### config.mk
export PLATFORM = sky130hd
export DESIGN_NAME = memory_responder
export DESIGN_NICKNAME = d
export VERILOG_FILES = /design/src/rtl/memory_responder.sv
export SDC_FILE = /design/constraint.sdc
export NUM_CORES = 1
export LEC_CHECK = 0
export CELL_PAD_IN_SITES_DETAIL_PLACEMENT = 2
export CELL_PAD_IN_SITES_GLOBAL_PLACEMENT = 2
export CORE_MARGIN = 2
export CORE_UTILIZATION = 16
export CTS_CLUSTER_DIAMETER = 30
export CTS_CLUSTER_SIZE = 28
export DETAILED_ROUTE_END_ITERATION = 10
export PLACE_DENSITY = 0.77
export SYNTH_ARGS = -nofsm -noshare
export SYNTH_HDL_FRONTEND = slang
export SYNTH_SLANG_ARGS = --single-unit
export TNS_END_PERCENT = 1
### constraint.sdc
create_clock -name CLK -period 1.9 [get_ports CLK]
set_clock_uncertainty 0.15 [all_clocks]
set_input_delay 0.19 -clock CLK [delete_from_list [all_inputs] [get_ports CLK]]
set_output_delay 0.19 -clock CLK [all_outputs]
set_load 0.01 [all_outputs]
### src/rtl/memory_responder.sv
`default_nettype none
// ============================================================================
// Module   : memory_responder
// Brief    : Arbitrates instruction/data requests onto one RAM port and
//            returns one-cycle hit pulses with registered load data.
// Revision : 1.0
// ============================================================================
module memory_responder #(
    parameter int TIMEOUT = 16
) (
    input  logic        CLK,
    input  logic        RST,
    input  logic        iRen,
    input  logic [31:0] iaddr,
    input  logic        dRen,
    input  logic        dWen,
    input  logic [31:0] daddr,
    input  logic [31:0] dstore,
    output logic        iHit,
    output logic        dHit,
    output logic [31:0] iload,
    output logic [31:0] dload,
    output logic        ramREN,
    output logic        ramWEN,
    output logic [31:0] ramaddr,
    output logic [31:0] ramstore,
    input  logic [31:0] ramload,
    input  logic        ramready,
    output logic        mem_err
);

    localparam int C_CW = (TIMEOUT > 1) ? $clog2(TIMEOUT) : 1;
    localparam logic [C_CW-1:0] C_CNT_LAST = C_CW'(TIMEOUT - 1);

    typedef enum logic [1:0] {
        S_IDLE = 2'd0,
        S_DACC = 2'd1,
        S_IACC = 2'd2,
        S_RESP = 2'd3
    } state_t;

    state_t          r_state;
    state_t          w_state_nxt;
    logic [C_CW-1:0] r_cnt;
    logic [C_CW-1:0] w_cnt_nxt;
    logic            r_last_data;   // 1: most recent grant went to the data side
    logic [31:0]     r_iload;
    logic [31:0]     r_dload;
    logic            r_err;

    logic            w_grant_d;
    logic            w_grant_i;
    logic            w_lat_i;
    logic            w_lat_d;
    logic            w_err_set;
    logic            w_dreq;
    logic            w_dread;
    logic            w_timeout;

    assign w_dreq    = dRen | dWen;
    assign w_dread   = dRen & ~dWen;
    assign w_timeout = ~ramready && (r_cnt == C_CNT_LAST);

    always_ff @(posedge CLK) begin
        if (RST) begin
            r_state     <= S_IDLE;
            r_cnt       <= '0;
            r_last_data <= 1'b0;
            r_iload     <= '0;
            r_dload     <= '0;
            r_err       <= 1'b0;
        end else begin
            r_state <= w_state_nxt;
            r_cnt   <= w_cnt_nxt;
            if (w_grant_d) r_last_data <= 1'b1;
            if (w_grant_i) r_last_data <= 1'b0;
            if (w_lat_i)   r_iload     <= ramload;
            if (w_lat_d)   r_dload     <= ramload;
            if (w_err_set) r_err       <= 1'b1;
        end
    end

    always_comb begin
        w_state_nxt = r_state;
        w_cnt_nxt   = r_cnt;
        w_grant_d   = 1'b0;
        w_grant_i   = 1'b0;
        w_lat_i     = 1'b0;
        w_lat_d     = 1'b0;
        w_err_set   = 1'b0;
        ramREN      = 1'b0;
        ramWEN      = 1'b0;
        ramaddr     = '0;
        ramstore    = '0;

        case (r_state)
            S_IDLE: begin
                w_cnt_nxt = '0;
                // On contention the side that did not win last time goes first.
                if (w_dreq && (!iRen || !r_last_data)) begin
                    w_grant_d   = 1'b1;
                    w_state_nxt = S_DACC;
                end else if (iRen) begin
                    w_grant_i   = 1'b1;
                    w_state_nxt = S_IACC;
                end
            end
            S_DACC: begin
                ramaddr  = daddr;
                ramstore = dstore;
                ramWEN   = dWen;
                ramREN   = w_dread;
                if (ramready) begin
                    w_lat_d     = w_dread;
                    w_cnt_nxt   = '0;
                    w_state_nxt = S_RESP;
                end else if (w_timeout) begin
                    w_err_set   = 1'b1;
                    w_cnt_nxt   = '0;
                    w_state_nxt = S_RESP;
                end else begin
                    w_cnt_nxt = r_cnt + C_CW'(1);
                end
            end
            S_IACC: begin
                ramaddr = iaddr;
                ramREN  = 1'b1;
                if (ramready) begin
                    w_lat_i     = 1'b1;
                    w_cnt_nxt   = '0;
                    w_state_nxt = S_RESP;
                end else if (w_timeout) begin
                    w_err_set   = 1'b1;
                    w_cnt_nxt   = '0;
                    w_state_nxt = S_RESP;
                end else begin
                    w_cnt_nxt = r_cnt + C_CW'(1);
                end
            end
            default: begin
                w_cnt_nxt   = '0;
                w_state_nxt = S_IDLE;
            end
        endcase
    end

    assign iHit    = (r_state == S_RESP) && !r_last_data;
    assign dHit    = (r_state == S_RESP) &&  r_last_data;
    assign iload   = r_iload;
    assign dload   = r_dload;
    assign mem_err = r_err;

endmodule
`default_nettype wire

Word level (Yosys, flattened, before mapping)

Index checks and enable logic that the tools add are counted.

Output and inout port bits: 133
Logic and storage cells: 51
Flip-flop bits (word level): 72

Multiplexer cells: 21
Reduce and logical (&&, ||, !) cells: 12
Bitwise gates (word level): 5
Add/subtract/negate cells: 1
Equality and inequality tests: 6

Operator list:

| kind                  | count |
|---|---|
| $pmux W32 S2          | 1 |
| $mux W32              | 1 |
| $mux W1               | 13 |
| $mux W2               | 4 |
| $add A4 B1 Y4 const B | 1 |
| $eq A2 B2 Y1 const B  | 2 |
| $eq A4 B4 Y1 const B  | 1 |
| $logic_and A1 B1 Y1   | 4 |
| $pmux W2 S2           | 1 |
| $reduce_or A2 Y1      | 2 |
| $reduce_or A4 Y1      | 1 |
| $ne A3 B1 Y1 const B  | 1 |
| $ne A3 B3 Y1 const B  | 1 |
| $not A1 Y1            | 3 |
| $eq A2 B1 Y1 const B  | 1 |
| $logic_not A1 Y1      | 2 |
| $logic_not A2 Y1      | 1 |
| $pmux W1 S2           | 1 |
| $reduce_and A2 Y1     | 1 |
| $and A1 B1 Y1         | 1 |
| $logic_or A1 B1 Y1    | 1 |
| $or A1 B1 Y1          | 1 |

Logic depth before layout (Yosys ltp)

Gate-level depths: netlist (run 1).

Depth in word-level cells: 6
Gate-level depth with buffers: 8
Mapped depth without buffers: 5

Worst setup path before layout (run 1)

Ideal clock, no wire load.

Path type: reg2out
Start point: register r_state[1]
End point: output port ramaddr[1]
Setup slack: 220 ps
Stages on the path, launching flop included: 7
Buffers on the path: 2
Arrival: 1340 ps
Cell sequence: dfxtp_1 inv_1 ha_1 clkbuf_1 buf_2 a22oi_1 nor2b_1

Longest elaborated chain between the ends: 2
Elaborated cells between the ends (all ways): 3

RTL lines:

| element                                      | line | source |
|---|---|---|
| start, declared                              | 42   | `state_t r_state;` |
| start signal, assigned                       | 73   | `r_state <= w_state_nxt;` |
| $eq A2 B2 Y1 or $eq A2 B1 Y1 (tied branches) | 96   | `case (r_state)` |
| $pmux W32 S2 *                               | 96   |  |
| end, declared                                | 25   | `output logic [31:0] ramaddr,` |

Mark *: on every way between the ends. The rest lies on a longest branch, timed or not.

Worst setup path in the final report (run 1)

Start point: register r_state[0]
End point: output port ramstore[14]

Longest elaborated chain between the ends: 2

RTL lines:

| element       | line | source |
|---|---|---|
| $eq A2 B1 Y1  | 96   |  |
| $mux W32      | 96   |  |
| end, declared | 26   | `output logic [31:0] ramstore,` |

Every way passes these cells.

==> results.cfg, run 1 <==
[logic_synthesis]
avgSynthCellArea_um2 = 7.61
dominantRegCellSynth = dfxtp_1
synth_area_leaders = dfxtp_1, nand2_1, a21oi_1
synthesis.area_um2 = 3380
ys_async_sr_fraction_pct = 0
synth_nets = 586
ys_warn_count = 0
ys_types = 29
synth_cells = 445
ys_seq_elements = 72
synth_largest_area_cell = dfxtp_1
synth_top_area_share_pct = 42.6
ys_seq_area_share_pct = 42.6
synth_edf_count = 0

[clocking]
ctsHoldBuffers = 0
insertion_delay_ns = 0.33
cts_buffers = 9
cts.htree.levels = 3
cts_tree = built
clock-sinks = 72
clkTransAtPathRegs_ns = 0.06
clockBufferDepth = 2
clockRootBuffer = clkbuf_16

[routing]
vias = 4218
wire_per_inst_um = 17.7
routed_wl_um = 17900
drcViolationCount = 0
firstDrtPassIters = 4
vias_per_cell = 4.18
ant_nets = 0
drt_iter0_drc = 72

[timing]
period_needed_ns = 1.99
final_max_slew_viol_count = 0
fmax_mhz = 502
finalSetupViolations = 55
slew_headroom_pct = 70.3
tightest_slew_ns = 0.445
rsz0062_at_grt = true
timing.final.hold_violations = 0
tns_ns = -2.18
fin_ws_ns = -0.0910
fin_crit_sh_pct = 105

[power]
p_leak_nw = 2.70
seqPwrFrac_pct = 19.8
power.density_nw_per_um2 = 1220
pwr-share-comb_pct = 57.0
p_total_w = 0.00884
internal_power_w = 0.00584
clock_power_share_pct = 23.2
peakVddDrop_mv = 0.406
swShare_pct = 34.0
power_switching_w = 0.00300

[grt]
track_usage_pct = 15.2
grt-ovfl-total = 0
antenna_found_initial = 0
grt_first_pass_wirelength_um = 25800
grt_pass1_vias = 4587
grt_max_degree = 48

[run_status]
outcome = complete, but fails checks
violations = setup timing

[job]
maxCapViolCount = 0

[placement]
place_inst = 983
gp_congestion = 0.788
io_buffer_count = 266
hpwl_um = 13300

[die]
die-area_um2 = 22300
die_y_um = 149
core-area_um2 = 20900
row_count = 53
ioPinCount = 267
start_util_pct = 16.2
die_width_um = 149

[finish]
fill_cells = 2346
syn2layout_area_growth_pct = 114
drive_gt1_share_pct = 26.5
fin_cells = 1008
antennaDiodeCount = 0
nets = 869

[critical_path]
required_ns = 1.56
cp-end-kind = output port
critPathMaxFanout = 6
cp-start-kind = flip-flop
arrival_ns = 1.65
crit_type = flip-flop to output port

[min_path]
worst_hold_path_type = input pin to flip-flop
==> registers in the layout, indices dropped and copies added (netlist names) <==
register,flops
r_cnt,4
r_last_data,1
mem_err,1
iload,32
r_state,2
dload,32
==> final cells by class <==
cell class	count	area, um2	area share (%)
Timing Repair Buffer	309	3020	41.6
Multi-Input combinational cell	334	2060	28.5
Sequential cell	72	1450	20.0
Tap cell	275	344	4.74
Clock buffer	12	267	3.67
Clock inverter	4	98.8	1.36
Inverter	2	12.5	0.173
==> metal layers <==
| layer | vias to the layer above | part of all wire, % | track usage [%] |
|---|---|---|---|
| met4 | 0 | 1.3 | 3.19 |
| met1 | 1992 | 38 | 16.3 |
| met2 | 175 | 54 | 29.4 |
| li1 | 2040 | - | - |
| met3 | 11 | 6.5 | 4.24 |
| met5 | - | 0 | 0 |
==> cells in the mapped netlist, types with 2 or more instances <==
cell type and n:
clkbuf_1 26, o21a_1 2, nor2_1 4, inv_1 2, a22oi_1 32, nand2_1 131
and2_1 34, ha_1 7, dfxtp_1 72, nand2b_1 4, nor3_1 3, a21oi_1 67
nor2b_1 34, buf_2 11, o221ai_1 2
==> placed cells by master (no fill, tap or decap), drive strengths merged, types with 4 or more instances in the layout <==
cell | synthesis | final
nand2 | 131 | 131
a21oi | 67 | 67
nor2b | 34 | 34
a22oi | 32 | 32
nor2 | 4 | 4
clkbuf | 26 | 15
ha | 7 | 7
clkdlybuf4s50 | 0 | 197
and2 | 35 | 35
buf | 11 | 107
dfxtp | 72 | 72
nand2b | 4 | 4
==> cells by family (layout without fill, tap and decap cells) <==
kind of cell	count (synthesis)	in the layout	synth area share, %
buffers and inverters	39	327	4.73
flip-flops	72	72	42.6
XOR/XNOR	2	2	0.518
adder cells (fa/ha/maj)	7	7	2.59
AO/OA/AOI/OAI	106	106	18.7
AND/OR/NAND/NOR	219	219	30.9
==> power groups by stage <==
stage / clock network (W) / logic, W / registers [W]
after floorplan: 0 / 0.00172 / 0.00179
final: 0.00205 / 0.00504 / 0.00175
after detailed placement: 0 / 0.00431 / 0.00176
after CTS: 0.00213 / 0.00460 / 0.00174
after global routing: 0.00220 / 0.00540 / 0.00177
after global placement: 0 / 0.00426 / 0.00175
==> final timing paths <==
| path | endpoint | cells past startpoint | start | slack [ns] |
|---|---|---|---|---|
| worst max-delay path | ramstore[14] | 7 | r_state[0] | -0.09 |
| worst min-delay path | dload[19] | 2 | RST | 0.15 |
| worst max register to register | dload[15] | 8 | r_state[0] | 0.06 |
| worst min register to register | iload[7] | 2 | iload[7] | 0.31 |
==> stage by stage <==
stage | hold slack, ns | util (%) | setup slack [ns] | instance area (um2)
detailed placement | 0.301 | 31.7 | -0.305 | 6630
floorplan | 0.154 | - | 0.220 | 3380
CTS | 0.151 | 33.3 | -0.171 | 6960
finish | 0.152 | 34.7 | -0.0910 | 7250
global route | 0.161 | 34.7 | -0.150 | 7250
global placement | 0.292 | 31.7 | -0.253 | 6630
==> what timing repair did <==
| action | 4_1_cts | 5_1_grt |
|---|---|---|
| endpoints found under the setup margin | 68 | 67 |
| cloned | 2 | 2 |
| buffers inserted | 0 | 5 |
| gates resized for setup | 312 | 60 |
| pin swaps | 8 | 14 |
==> worst max-delay path, stage by stage, from the launching register on <==
cell     delay, ns
dfxtp_4       0.36
buf_6         0.12
ha_4          0.18
buf_12        0.15
buf_12        0.13
buf_6         0.12
and2_4        0.15
buf_6         0.11
No activity file was read; power rests on OpenSTA's default activity.
==> run 2, diff against run 1 <==
ABC_AREA = 1   (was not set)
PLACE_DENSITY = 0.78   (was 0.77)
clock period = 2.1 ns   (was 1.9 ns; I/O delays follow)
==> results.cfg, run 2 <==
[run_status]
outcome = finished, final reports clean

[logic_synthesis]
synth_most_common_cell = nand2_1
synth_top_area_share_pct = 41.2
ys_types = 22
dominantRegCellSynth = dfxtp_1
synth_largest_area_cell = dfxtp_1
synth_nets = 664
synth_edf_count = 0
ys_seq_elements = 72
ys_async_sr_fraction_pct = 0
synthesis.area_um2 = 3500
ys_seq_area_share_pct = 41.2
avgSynthCellArea_um2 = 6.69
ys_warn_count = 0
synth_cells = 523
synth_area_leaders = dfxtp_1, nand2_1, a21oi_1
synth_commonest_cells = nand2_1, nor2_1, dfxtp_1

[finish]
antennaDiodeCount = 0
mostFrequentLayoutCell = clkdlybuf4s50_1
syn2layout_area_growth_pct = 95.6
drive_gt1_share_pct = 12.8
mostFrequentLayoutCells = clkdlybuf4s50_1, nand2_1, nor2_1
nets = 932
finish.utilization_pct = 31.6
final_cell_area_um2 = 6840

[clocking]
insertion_delay_ns = 0.33
clock-sinks = 72
clockRootBuffer = clkbuf_16
cts_buffers = 9
clockBufferDepth = 2
ctsHoldBuffers = 0
cts_tree = built
clkTransAtPathRegs_ns = 0.06
cts.htree.levels = 3

[power]
peakVddDrop_mv = 0.345
power.density_nw_per_um2 = 1020
p_total_w = 0.00697
p_leak_nw = 2.91

[placement]
placed_area_um2 = 6520
hpwl_um = 14500
io_buffer_count = 266
gp_congestion = 0.842

[routing]
vias_per_cell = 4.19
vias = 4505
routed_wl_um = 19000
ant_nets = 0
wire_per_inst_um = 17.6
firstDrtPassIters = 4
drt_iter0_drc = 137
drcViolationCount = 0

[critical_path]
critPathMaxFanout = 12
critPathLaunch = r_state[0]
max_stage_delay_ns = 0.34
required_ns = 1.74
worst_path_most_repeated_cell = buf_4
worstReg2RegStart = r_state[1]
path_cells = buf_4 > ha_4 > buf_12 > buf_4 > nand2_1 > a21oi_2 > clkdlybuf4s15_2
cp-start-kind = flip-flop
cp_top_family = buffers and inverters
crit_type = flip-flop to output port
critical-path-slowest-cell = dfxtp_2
arrival_ns = 1.72
path_buf_inv = 4
cp-end-kind = output port

[timing]
fin_crit_sh_pct = 98.9
final_max_slew_viol_count = 0
period_needed_ns = 2.08
fmax_mhz = 481
tightest_slew_ns = 0.678
tns_ns = 0
rsz0062_at_grt = true
timing.final.hold_violations = 0
whs_ns = 0.229
finalSetupViolations = 0
slew_headroom_pct = 54.8

[die]
core-area_um2 = 21600
die_y_um = 152
die_width_um = 152
ioPinCount = 267
start_util_pct = 16.2
die-area_um2 = 23100
row_count = 54

[grt]
antenna_found_initial = 0
grt_max_degree = 36
grt-ovfl-total = 0
grt_first_pass_wirelength_um = 29500
track_usage_pct = 16.3
grt_pass1_vias = 4943

[min_path]
worst_hold_path_type = input pin to flip-flop
min-delay-start = ramready

[job]
maxCapViolCount = 0
## run 2: worst register-to-register path: cells and delay by family (launching register included)
kind | cells | cell delay (ns)
buffers and inverters | 3 | 0.42
and+or+nand+nor | 4 | 0.63
DFF | 1 | 0.36
adders and majority gates | 1 | 0.15
AOI/OAI and AO/OA | 1 | 0.08
## run 2: metrics by stage
step           setup WS (ns)  cells
2_1_floorplan          0.469    523
3_3_place_gp        -0.00300   1058
3_5_place_dp         -0.0375   1058
4_1_cts              -0.0269   1076
5_1_grt              -0.0782   1076
6_report              0.0224   1076
## run 2: final cells by class
cell class / instances / area, um2
Multi-Input combinational cell: 370 / 1720
Fill cell: 2558 / 14800
Clock inverter: 5 / 78.8
Tap cell: 280 / 350
Inverter: 44 / 168
Clock buffer: 11 / 243
Sequential cell: 72 / 1450
Timing Repair Buffer: 294 / 2830
## run 2: kinds of logic (layout without fill, tap and decap cells)
family                   count (synthesis)  in the layout  synth area share [%]
XOR/XNOR                                 2              2                 0.501
buffers and inverters                   81            354                  11.3
flip-flops                              72             72                  41.2
AND/OR/NAND/NOR                        261            261                  30.1
adder cells (fa/ha/maj)                  7              7                  2.50
AO/OA/AOI/OAI                          100            100                  14.3
## run 2: timing repair
action | in CTS | in global routing
gates cloned | 2 | 0
pin swaps | 1 | 0
endpoints found under the setup margin | 66 | 43
resized for setup | 141 | 43
buffers inserted | 0 | 0
## run 2: worst paths after layout
path | end | slack (ns) | cells after the start
worst min-delay path | dload[22] | 0.23 | 4
worst min register to register | r_cnt[0] | 0.31 | 1
worst max register to register | dload[18] | 0.18 | 9
worst max-delay path | ramaddr[2] | 0.02 | 7
## run 2: power by group
group | internal (W) | switching, W
clock | 0.00107 | 0.000633
sequential | 0.00154 | 0.0000984
combinational | 0.00170 | 0.00193
total | 0.00431 | 0.00266
## run 2: routing by layer
layer  up-vias  GRT usage [%]  part of all wire (%)
li1       2178              -                     -
met5         -              0                     0
met3        17           3.57                   5.0
met4         0           4.94                   1.9
met1      2138           19.1                    42
met2       172           29.8                    51
